`src/rtl/axis_packet_arbiter.sv`:
```
// Packet-granular round-robin merge of NUM_CHANNELS AXI-stream sources into one registered output.
// Define AXIS_PACKET_ARBITER_STATS_EN to add per-channel completed-packet counters (pkt_count, stats_clear).
module axis_packet_arbiter #(
  parameter int DWIDTH       = 32,
  parameter int NUM_CHANNELS = 4,
  parameter int CHWIDTH      = (NUM_CHANNELS > 1) ? $clog2(NUM_CHANNELS) : 1
) (
  input  logic                           clk,
  input  logic                           reset,
  input  logic [NUM_CHANNELS*DWIDTH-1:0] s_data,
  input  logic [NUM_CHANNELS-1:0]        s_valid,
  input  logic [NUM_CHANNELS-1:0]        s_last,
  output logic [NUM_CHANNELS-1:0]        s_ready,
  output logic [DWIDTH-1:0]              m_data,
  output logic                           m_valid,
  output logic                           m_last,
  output logic [CHWIDTH-1:0]             m_channel,
  input  logic                           m_ready
`ifdef AXIS_PACKET_ARBITER_STATS_EN
  ,
  input  logic                           stats_clear,
  output logic [NUM_CHANNELS*32-1:0]     pkt_count
`endif
);

  localparam logic [0:0] IDLE = 1'b0;
  localparam logic [0:0] LOCK = 1'b1;

  logic [0:0]         state;
  logic [CHWIDTH-1:0] rr_ptr;
  logic [CHWIDTH-1:0] grant;
  logic [CHWIDTH-1:0] sel;
  logic [CHWIDTH-1:0] cur;
  logic               sel_found;
  logic               active;
  logic               load_en;
  logic               xfer;

  logic [DWIDTH-1:0]  data_p1;
  logic               last_p1;
  logic               vld_p1;
  logic [CHWIDTH-1:0] chan_p1;

  function automatic logic [CHWIDTH-1:0] wrap_idx(input logic [CHWIDTH-1:0] base, input int off);
    int t;
    t = int'(base) + off;
    if (t >= NUM_CHANNELS) t = t - NUM_CHANNELS;
    return t[CHWIDTH-1:0];
  endfunction

  assign load_en = ~vld_p1 | m_ready;

  // Round-robin search starting at rr_ptr; first valid channel wins.
  always_comb begin
    sel       = '0;
    sel_found = 1'b0;
    for (int k = 0; k < NUM_CHANNELS; k++) begin
      if (!sel_found && s_valid[wrap_idx(rr_ptr, k)]) begin
        sel       = wrap_idx(rr_ptr, k);
        sel_found = 1'b1;
      end
    end
  end

  assign cur    = (state == LOCK) ? grant : sel;
  assign active = (state == LOCK) | sel_found;
  assign xfer   = active & load_en & s_valid[cur];

  always_comb begin
    s_ready      = '0;
    s_ready[cur] = active & load_en;
  end

  always_ff @(posedge clk or posedge reset) begin
    if (reset) begin
      state  <= IDLE;
      rr_ptr <= '0;
      grant  <= '0;
    end else if (xfer) begin
      if (s_last[cur]) begin
        state  <= IDLE;
        rr_ptr <= wrap_idx(cur, 1);
      end else begin
        state <= LOCK;
        grant <= cur;
      end
    end
  end

  // Stage p1: single output register, loaded whenever it is empty or being drained.
  always_ff @(posedge clk or posedge reset) begin
    if (reset) begin
      vld_p1  <= 1'b0;
      data_p1 <= '0;
      last_p1 <= 1'b0;
      chan_p1 <= '0;
    end else if (load_en) begin
      vld_p1 <= xfer;
      if (xfer) begin
        data_p1 <= s_data[int'(cur)*DWIDTH +: DWIDTH];
        last_p1 <= s_last[cur];
        chan_p1 <= cur;
      end
    end
  end

  assign m_data    = data_p1;
  assign m_last    = last_p1;
  assign m_valid   = vld_p1;
  assign m_channel = chan_p1;

`ifdef AXIS_PACKET_ARBITER_STATS_EN
  logic        xfer_last;
  logic [31:0] cnt [NUM_CHANNELS];

  assign xfer_last = xfer & s_last[cur];

  // Clear takes priority over a same-cycle packet completion.
  always_ff @(posedge clk or posedge reset) begin
    if (reset) begin
      for (int i = 0; i < NUM_CHANNELS; i++) cnt[i] <= '0;
    end else begin
      for (int i = 0; i < NUM_CHANNELS; i++) begin
        if (stats_clear)
          cnt[i] <= '0;
        else if (xfer_last && (cur == CHWIDTH'(i)))
          cnt[i] <= cnt[i] + 32'd1;
      end
    end
  end

  for (genvar g = 0; g < NUM_CHANNELS; g++) begin : g_pack
    assign pkt_count[g*32 +: 32] = cnt[g];
  end
`endif

endmodule

```
`config.mk`:
```
export PLATFORM = sky130hd
export DESIGN_NAME = axis_packet_arbiter
export DESIGN_NICKNAME = d
export VERILOG_FILES = /design/src/rtl/axis_packet_arbiter.sv
export SDC_FILE = /design/constraint.sdc
export NUM_CORES = 1
export LEC_CHECK = 0
export BUFFER_PORTS_ARGS = -buffer_cell sky130_fd_sc_hd__buf_2
export CAP_MARGIN = 20
export CORE_MARGIN = 3
export CORE_UTILIZATION = 30
export CTS_BUF_LIST = sky130_fd_sc_hd__clkbuf_8
export DETAILED_ROUTE_END_ITERATION = 10
export GPL_TIMING_DRIVEN = 0
export SYNTH_ARGS = -nofsm -noshare
export SYNTH_HDL_FRONTEND = slang
export SYNTH_SLANG_ARGS = --single-unit
```
`constraint.sdc`:
```
create_clock -name clk -period 6.44 [get_ports clk]
set_input_delay 1.288 -clock clk [delete_from_list [all_inputs] [get_ports clk]]
set_output_delay 1.288 -clock clk [all_outputs]
set_load 0.1 [all_outputs]
```
==> flow_summary.yaml <==
outcome:
  status: "finished, final reports clean"
drt:
  num_vias: 3231
  drtAntennaViolNets: 0
  drt_pass1_iterations: 4
  drc: 0
  routedWlPerCell_um: 15.2
  viasPerCell: 4.96
  dr.first_iter.drc_count: 87
  routed_wl_um: 9890
clocking:
  clk_path_buf_depth: 2
  clk_latency_ns: 0.30
  cts_root_buf: "clkbuf_8"
  ctsHoldBuffers: 0
  cts.sinks: 41
  cts_inserted_buffers: 5
  path_clk_slew_ns: 0.09
  cts_tree: "yes"
  h-tree-depth: 2
  postCtsResizedCells: 0
  postCtsSetupBuffers: 0
finish:
  fillers: 969
  layout.nets: 660
  drive_gt1_share_pct: 49.0
  diodes: 0
  syn_to_final_growth_pct: 38.4
sta:
  fin_skew_ns: 0.0112
  max_freq_ghz: 0.208
  relSlewSlack_pct: 62.2
  worst_pin_slew_ns: 0.567
  finalHoldViolCount: 0
  setup_tns_ns: 0
  post-route-period-util_pct: 74.5
  slew_violations: 0
  rsz0062_at_grt: "false"
  finalSetupViolCount: 0
  layout_min_cycle_time_ns: 4.80
setup_path:
  crit_fanout: 10
  worst_setup_path_start_kind: "primary input"
  critPathKind: "primary input to primary output"
  endpoint_kind: "primary output"
  worstPathArrival_ns: 3.51
  worstPathRequired_ns: 5.15
yosys:
  ys_seq_area_share_pct: 34.6
  synthFlopType: "dfrtp_1"
  async_flop_share_pct: 100
  synthXorXnorAreaFrac_pct: 0.296
  synthAdderAreaFrac_pct: 0
  synth_edf_count: 0
  yosys.area_share.simple_pct: 21.8
  yosys_register_bits: 41
  syn_avg_cell_area_um2: 8.74
  synth_top_family_by_area: "compound AO/OA/AOI/OAI gates"
  yosys.cell_types.count: 45
  syn_inst: 339
  synth_area_um2: 2960
  syn_nets: 478
  synthMuxAreaShare_pct: 13.9
  yosysWarnings: 0
  synth-compound-area-share_pct: 22.8
place:
  gp_congestion: 0.805
  io_buffers: 174
  post-dp-hpwl_um: 7680
global_route:
  grt_pass1_wl_um: 15600
  grt_usage_pct: 17.4
  grt_max_degree: 42
  antenna_found_initial: 0
  overflow: 0
  grt_pass1_vias: 3161
die:
  fp.dieH_um: 105
  start_util_pct: 31.5
  io-pin-count: 179
  dieArea_um2: 11100
  coreArea_um2: 9420
  die_w_um: 105
  std_cell_rows: 35
worst_hold_path:
  hold_class: "register to register"
flow_run:
  cap_violations: 0
[critical path: stages]
cell	delay, ns
buf_2	0.16
nor2_1	0.16
a221oi_1	0.10
a32oi_1	0.27
buf_2	0.31
buf_2	0.28
buf_2	0.28
nand2_1	0.11
nor2_1	0.10
buf_2	0.43
[sequential cells by signal, summed over array words and instances, names as in the netlist]
signal / count
grant: 2
m_channel: 2
m_data: 32
m_last: 1
m_valid: 1
rr_ptr: 2
state: 1
[cell usage after synthesis, types with 2 or more instances]
| cell | instances | area, um2 |
|---|---|---|
| a211oi_1 | 32 | 240 |
| a21oi_1 | 3 | 15.0 |
| a31oi_1 | 33 | 206 |
| a32oi_1 | 2 | 17.5 |
| and2_0 | 13 | 81.3 |
| and2_1 | 19 | 119 |
| buf_2 | 23 | 115 |
| buf_4 | 3 | 22.5 |
| buf_6 | 2 | 22.5 |
| clkbuf_1 | 5 | 18.8 |
| dfrtp_1 | 41 | 1030 |
| inv_1 | 4 | 15.0 |
| mux2_2 | 33 | 372 |
| mux2_4 | 2 | 30.0 |
| nand2_1 | 74 | 278 |
| nand2b_1 | 5 | 31.3 |
| nor2_1 | 8 | 30.0 |
| nor2b_1 | 4 | 25.0 |
| nor3_1 | 4 | 20.0 |
| o21a_1 | 2 | 15.0 |
| o21ai_0 | 2 | 10.0 |
| o21ai_2 | 2 | 17.5 |
[cells by family after synthesis]
family          Yosys count
compound gates           91
xor+xnor                  1
buf+inv                  37
flops                    41
mux                      36
simple gates            133
[per-layer routing]
layer	vias to the layer above	track usage, %	share of wire (%)	wire, um
met1	1510	22.8	43	4260
met3	12	4.04	7.3	717
li1	1577	-	-	-
met2	132	28.5	48	4730
met5	-	0	0	0
met4	0	5.25	1.8	181
[area by class of cell]
type	instances	area [um2]	area share [%]
well taps	129	161	3.94
inverters	4	15.0	0.366
flip-flops and latches	41	1030	25.0
clock inverters	3	17.5	0.427
multi-input cells	261	1740	42.5
clock buffers	5	68.8	1.68
repair buffers	175	891	21.7
plain buffers	33	179	4.36
[path summary, 6_finish.rpt]
path	from	endpoint	slack, ns	cells past startpoint
setup / recovery	s_valid[2]	s_ready[2]	1.64	10
hold / removal	m_channel[0]	m_channel[0]	0.49	1
setup reg to reg	rr_ptr[0]	m_data[25]	3.93	8
hold reg to reg	m_channel[0]	m_channel[0]	0.49	1
max in group asynchronous	reset	m_data[7]	5.22	3
min in group asynchronous	reset	m_data[17]	1.01	3
[stage by stage]
step / hold slack (ns) / util [%] / std cells / cell area, um2 / setup slack [ns]
after floorplan: 0.501 / - / 339 / 2960 / 1.26
after global placement: 0.464 / 42.4 / 642 / 3990 / 1.66
after detailed placement: 0.476 / 42.6 / 643 / 4010 / 1.62
after CTS: 0.497 / 43.5 / 651 / 4100 / 1.61
after global routing: 0.519 / 43.5 / 651 / 4100 / 1.41
final: 0.485 / 43.5 / 651 / 4100 / 1.64
[placed cells by master, fill, tap and decap left out, drive strengths merged, types with 2 or more instances in the layout]
cell and count:
buf 203, nand2 75, dfrtp 41, mux2 36, a31oi 34, a211oi 32
and2 32, clkbuf 10, nor2 8, nand2b 5, nor2b 5, o21ai 5
nor3 4, inv 4, a21oi 4, a32oi 3, o21a 2, clkinv 2
Power is not shown: default switching activity piles up to over one toggle a cycle in this logic, so the estimate is an artifact.
